--- config.mk ---
export PLATFORM = sky130hd
export DESIGN_NAME = pipe_stage_buf
export DESIGN_NICKNAME = d
export VERILOG_FILES = /design/src/rtl/pipe_stage_buf.sv
export SDC_FILE = /design/constraint.sdc
export NUM_CORES = 1
export LEC_CHECK = 0
export BUFFER_PORTS_ARGS = -buffer_cell sky130_fd_sc_hd__buf_4
export CORE_MARGIN = 1.5
export CORE_UTILIZATION = 50
export CTS_BUF_LIST = sky130_fd_sc_hd__clkbuf_16
export DETAILED_ROUTE_END_ITERATION = 8
export GPL_ROUTABILITY_DRIVEN = 0
export PLACE_DENSITY_LB_ADDON = 0.12
export SYNTH_ARGS = -nofsm -noshare
export SYNTH_HDL_FRONTEND = slang
export SYNTH_SLANG_ARGS = --single-unit
--- constraint.sdc ---
create_clock -name clk -period 3.05 [get_ports clk]
set_input_delay 0.1525 -clock clk [delete_from_list [all_inputs] [get_ports clk]]
set_output_delay 0.1525 -clock clk [all_outputs]
set_load 0.01 [all_outputs]
--- src/rtl/pipe_stage_buf.sv ---
// pipe_stage_buf: pipeline stage register with optional 2-entry skid buffer and redirect bubbles
module pipe_stage_buf #(
  parameter int          DATA_W   = 32,
  parameter int          EXC_W    = 5,
  parameter logic [31:0] RESET_PC = 32'h0000_3000,
  parameter int          SKID_EN  = 1
) (
  input  logic              clk,
  input  logic              reset,
  input  logic              in_valid,
  output logic              in_ready,
  input  logic [DATA_W-1:0] in_data,
  input  logic [31:0]       in_pc,
  input  logic [EXC_W-1:0]  in_exc,
  input  logic              in_bd,
  output logic              out_valid,
  input  logic              out_ready,
  output logic [DATA_W-1:0] out_data,
  output logic [31:0]       out_pc,
  output logic [EXC_W-1:0]  out_exc,
  output logic              out_bd,
  input  logic              req,
  input  logic              eret,
  input  logic [31:0]       ebase,
  input  logic [31:0]       epc,
  input  logic              flush,
  output logic [1:0]        occupancy
);
  logic              h_valid_q, h_valid_d, s_valid_q, s_valid_d;
  logic [DATA_W-1:0] h_data_q, h_data_d, s_data_q, s_data_d;
  logic [31:0]       h_pc_q, h_pc_d, s_pc_q, s_pc_d;
  logic [EXC_W-1:0]  h_exc_q, h_exc_d, s_exc_q, s_exc_d;
  logic              h_bd_q, h_bd_d, s_bd_q, s_bd_d;
  logic              accept, pop;

  // With the skid buffer in_ready comes only from a register; without it, it sees out_ready
  assign in_ready  = (SKID_EN != 0) ? !s_valid_q : (!h_valid_q | out_ready);
  assign accept    = in_valid & in_ready;
  assign pop       = h_valid_q & out_ready;
  assign out_valid = h_valid_q;
  assign out_data  = h_data_q;
  assign out_pc    = h_pc_q;
  assign out_exc   = h_exc_q;
  assign out_bd    = h_bd_q;
  assign occupancy = {1'b0, h_valid_q} + {1'b0, s_valid_q};

  // Next-state: redirects (req > eret > flush) win over the handshake and drop any accept
  always_comb begin
    h_valid_d = h_valid_q;
    h_data_d  = h_data_q;
    h_pc_d    = h_pc_q;
    h_exc_d   = h_exc_q;
    h_bd_d    = h_bd_q;
    s_valid_d = s_valid_q;
    s_data_d  = s_data_q;
    s_pc_d    = s_pc_q;
    s_exc_d   = s_exc_q;
    s_bd_d    = s_bd_q;
    if (req | eret | flush) begin
      h_valid_d = 1'b0;
      h_data_d  = '0;
      h_exc_d   = '0;
      h_bd_d    = 1'b0;
      h_pc_d    = req ? ebase : eret ? epc : h_pc_q;
      s_valid_d = 1'b0;
    end else if (pop & s_valid_q) begin
      h_data_d  = s_data_q;
      h_pc_d    = s_pc_q;
      h_exc_d   = s_exc_q;
      h_bd_d    = s_bd_q;
      s_valid_d = 1'b0;
    end else if (accept & (!h_valid_q | pop)) begin
      h_valid_d = 1'b1;
      h_data_d  = in_data;
      h_pc_d    = in_pc;
      h_exc_d   = in_exc;
      h_bd_d    = in_bd;
    end else if ((SKID_EN != 0) && accept && h_valid_q) begin
      s_valid_d = 1'b1;
      s_data_d  = in_data;
      s_pc_d    = in_pc;
      s_exc_d   = in_exc;
      s_bd_d    = in_bd;
    end else if (pop) begin
      h_valid_d = 1'b0;
    end
  end

  // State registers with synchronous active-low reset overriding everything
  always_ff @(posedge clk) begin
    if (!reset) begin
      h_valid_q <= 1'b0;
      h_data_q  <= '0;
      h_pc_q    <= RESET_PC;
      h_exc_q   <= '0;
      h_bd_q    <= 1'b0;
      s_valid_q <= 1'b0;
      s_data_q  <= '0;
      s_pc_q    <= '0;
      s_exc_q   <= '0;
      s_bd_q    <= 1'b0;
    end else begin
      h_valid_q <= h_valid_d;
      h_data_q  <= h_data_d;
      h_pc_q    <= h_pc_d;
      h_exc_q   <= h_exc_d;
      h_bd_q    <= h_bd_d;
      s_valid_q <= s_valid_d;
      s_data_q  <= s_data_d;
      s_pc_q    <= s_pc_d;
      s_exc_q   <= s_exc_d;
      s_bd_q    <= s_bd_d;
    end
  end
endmodule

# After elaboration in Yosys (flattened, before gate mapping)
# Cells that the tools add are included.
# Widths: inputs -> output; s select.
[word_totals]
latchBits = 0
mem_bits_rw = 0
word_cells = 50
input_bits = 141
ff_bits = 142
rom_bits = 0
output_inout_bits = 74
mem_count = 0
[op_classes]
n_reduce_logical = 12
n_div = 0
add_sub_neg = 1
muxes = 14
n_shift = 0
n_eq_ne = 2
multipliers = 0
n_bitwise = 11
order_cmp = 0
[op_table]
columns = ["cell", "count"]
rows = [
  ["$mux 32", 7],
  ["$mux 5", 2],
  ["$mux 1", 5],
  ["$and 1x1->1", 4],
  ["$not 1->1", 4],
  ["$reduce_and 2->1", 2],
  ["$reduce_and 4->1", 1],
  ["$reduce_bool 2->1", 2],
  ["$ne 3x3->1 const B", 1],
  ["$or 1x1->1", 3],
  ["$reduce_and 3->1", 1],
  ["$reduce_bool 3->1", 1],
  ["$reduce_or 3->1", 1],
  ["$add 1x1->2", 1],
  ["$logic_not 1->1", 2],
  ["$ne 2x2->1 const B", 1],
  ["$reduce_or 2->1", 1],
  ["$logic_and 1x1->1", 1],
]

# Depth between registers and ports, before layout
[logic_depth]
word_depth = 6
depth_mapped = 6
mapped_depth_nobuf = 3

# Worst setup path after synthesis
# OpenSTA, ideal clock, no wires.
[synth_timing]
path_kind = "register -> register"
start = "register h_valid_q (netlist: out_valid)"
end = "register h_pc_q[10] (netlist: out_pc[10])"
setup_ns = 0.117
path_stages_with_launch = 6
setup_slack_ns = 1.547
required_time_ns = 2.933
path_buffers = 2
synth_period_minus_slack_ns = 1.503
arrival_ns = 1.385
cell_sequence = "dfxtp_1 -> and3_1 -> buf_2 -> clkbuf_1 -> o211ai_1 -> a32o_1"
[synth_via]
elab_chain_cells = 5
word_cells_on_any_way = 9
cone_classes = "mux: 2; bitwise: 4; reduce/logical: 3"
[synth_lines]
columns = ["item", "line_no", "text"]
rows = [
  ["from (decl)", "29", "logic h_valid_q, h_valid_d, s_valid_q, s_valid_d;"],
  ["from (signal assigned)", "103", "h_valid_q <= h_valid_d;"],
  ["$and 1x1->1 / $logic_not 1->1 (equally long branches)", "39, 72", ""],
  ["$or 1x1->1", "72", "end else if (accept & (!h_valid_q | pop)) begin"],
  ["$and 1x1->1", "72", ""],
  ["$reduce_bool 3->1 (no source line)", "-", ""],
  ["$reduce_and 2->1 (no source line)", "-", ""],
  ["to (signal assigned)", "105", "h_pc_q <= h_pc_d;"],
  ["to (decl)", "31", "logic [31:0] h_pc_q, h_pc_d, s_pc_q, s_pc_d;"],
]
# Several ways; a longest one is shown, not always the timed one.
# A chain may end at the register's enable or synchronous reset.

# Worst setup path in the final report
[layout_timing]
start = "register h_valid_q (netlist: out_valid)"
end = "register h_data_q[14] (netlist: out_data[14])"
[layout_via]
elab_chain_cells = 4
word_cells_on_any_way = 7
cone_classes = "mux: 1; bitwise: 4; reduce/logical: 2"
[layout_lines]
columns = ["item", "line_no", "text"]
rows = [
  ["$and 1x1->1 / $logic_not 1->1 (equally long branches)", "39, 72", ""],
  ["$or 1x1->1", "72", ""],
  ["$and 1x1->1", "72", ""],
  ["$reduce_bool 2->1 (no source line)", "-", ""],
  ["to (signal assigned)", "104", "h_data_q <= h_data_d;"],
  ["to (decl)", "30", "logic [DATA_W-1:0] h_data_q, h_data_d, s_data_q, s_data_d;"],
]
# Several ways; a longest one is shown, not always the timed one.

==> results.cfg <==
[finish]
mostFrequentLayoutCells = buf_4, dfxtp_1, a21oi_1
diodes = 0
syn_to_final_growth_pct = 41.3
drive_above_1_share_pct = 26.3
nNetsFinal = 1180
mostFrequentLayoutCell = buf_4

[hold_path]
hold_class = primary input to register

[yosys]
synth-edff-count = 0
yosys.area.top_type = dfxtp_1
syn_inst = 816
synth_ff_type = dfxtp_1
yosysTopAreaCellShare_pct = 42.1
yosysWarningCount = 0
seq_area_frac_synth_pct = 42.1
ys_top_cells_by_area = dfxtp_1, a21oi_1, nand2_1, o21ai_0, nand3_1
synth.distinct_cells = 38
syn-num-nets = 958
synthArstFlopShare_pct = 0
syn_avg_cell_area_um2 = 8.28
syn_area_um2 = 6750
synth-seq-cells = 142

[timing]
hold_violations = 0
slew_headroom_pct = 36.7
tightest_slew_ns = 0.947
skew_ns = 0.00735
fin_crit_ns = 2.35
max_freq_mhz = 425
setup_viol = 0
rsz0062_at_grt = false
slew_viol_final = 0
tns_ns = 0
period_share_pct = 77.2

[setup_path]
crit_path_max_fanout = 38
crit_type = register to register
critical_path_required_ns = 3.37
crit_path_start_kind = register
crit_path_end_kind = register
worst-endpoint-arrival_ns = 2.67

[global_route]
grt_overflow = 0
grt_max_degree = 74
grt_pass1_wl_mm = 33.6
antenna_found_initial = 0
gr-usage-all-layers_pct = 29.3
grt_pass1_vias = 6639

[clock_tree]
postCtsHoldBufs = 64
cts-root-buf = clkbuf_16
cts_made_buffers = 17
clock-sinks = 142
tritoncts = yes
htree_levels = 4
cts_resized = 0
clk_pin_slew_ns = 0.06
cts_buffer_depth = 2
clk_latency_ns = 0.43
cts_setup_buffers = 0

[route]
antenna_left = 0
drc = 0
wl_per_cell_um = 17.0
drt_first_pass_iters = 7
drtIter0Drc = 750
via_per_inst = 5.88
vias = 7211
drt-total-wl_mm = 20.9

[pwr]
comb_power_share_pct = 13.1
peakVddDrop_mv = 0.368
p_sw_share_pct = 24.4
p_switching_mw = 1.14
powerDensity_nw_per_um2 = 488
power.share.sequential_pct = 41.6
power_mw = 4.65
p_clk_share_pct = 45.3
internal-power_mw = 3.52
leakagePower_nw = 3.88

[floorplanning]
core_area_um2 = 13200
die_h_um = 119
io-pin-count = 215
dieArea_um2 = 14200
die_w_um = 119
start_util_pct = 51.2
fp-row-count = 42

[job]
max_cap_viol_count = 0

[placed_design]
hpwl_mm = 12.6
port_buffers = 214

[outcome]
status = finished clean
## logic make-up after synthesis
kind of cell / after synthesis / synth area share, %
muxes: 32 / 4.82
buffers and inverters: 127 / 9.21
adders and majority gates: 1 / 0.185
AOI/OAI and AO/OA: 292 / 28.1
and+or+nand+nor: 222 / 15.6
DFF: 142 / 42.1
## flip-flops by register name, summed over array words and instances (netlist names)
signal and cells:
out_data 32, out_pc 32, s_data_q 32, s_pc_q 32, out_exc 5, s_exc_q 5, out_bd 1, out_valid 1
s_bd_q 1, s_valid_q 1
## stage by stage
step | cell area [um^2] | instances | setup WS [ns] | util, % | hold slack, ns
detailed placement | 8310 | 1131 | 0.800 | 63.0 | 0.397
CTS | 9540 | 1226 | 0.741 | 72.3 | 0.000510
finish | 9540 | 1226 | 0.696 | 72.3 | 0.000890
global placement | 8310 | 1131 | 0.857 | 63.0 | 0.396
global route | 9540 | 1226 | 0.568 | 72.3 | 0.00568
floorplan | 6750 | 816 | 1.55 | - | 0.231
## area by class of cell
cell class,count,area [um^2]
fill,1081,3650
multi-input combinational,547,3330
sequential,142,2840
timing repair buffer,297,2430
clock buffer,17,425
tap,176,220
clock inverter,14,169
inverter,33,124
## worst max-delay path, stage by stage, from the launching register on
cell and delay [ns]:
dfxtp_2 0.67, buf_4 0.36, mux2_2 0.72, a21oi_1 0.16
a311oi_1 0.32
## routing by layer
| metal | global-route usage, % | up-vias | part of all wire [%] |
|---|---|---|---|
| li1 | - | 3452 | - |
| met1 | 36.9 | 3391 | 41 |
| met2 | 49.1 | 329 | 49 |
| met3 | 6.18 | 39 | 7.7 |
| met4 | 11.7 | 0 | 2.5 |
| met5 | 0 | - | 0 |
## cells in the mapped netlist (all sizes together), types with 2 or more instances
master and instances:
nor2 2, dfxtp 142, a211oi 5, a32o 30, o211ai 30, buf 54, a21oi 110, a311oi 38
clkbuf 40, o311ai 4, mux2i 31, o21ai 72, nand3 71, nand4 30, inv 33, nand2 108
nor2b 2, and4 2
## path summary, 6_finish.rpt
check                                  from           end  slack [ns]  cells past startpoint
worst max-delay path              out_valid  out_data[14]        0.70                      4
worst min-delay path            in_data[28]  s_data_q[28]      0.0009                      3
worst max register to register    out_valid  out_data[14]        0.70                      4
worst min register to register   out_pc[27]    out_pc[27]        0.47                      1
## power by group through the flow
stage / Combinational [mW] / Sequential, mW / Clock, mW
4_1_cts: 0.605 / 1.94 / 2.13
3_5_place_dp: 0.538 / 1.98 / 0
5_1_grt: 0.656 / 1.94 / 2.20
3_3_place_gp: 0.534 / 1.97 / 0
2_1_floorplan: 0.240 / 2.00 / 0
6_report: 0.608 / 1.94 / 2.11
Note: power is estimated with default switching activity, not from simulation.
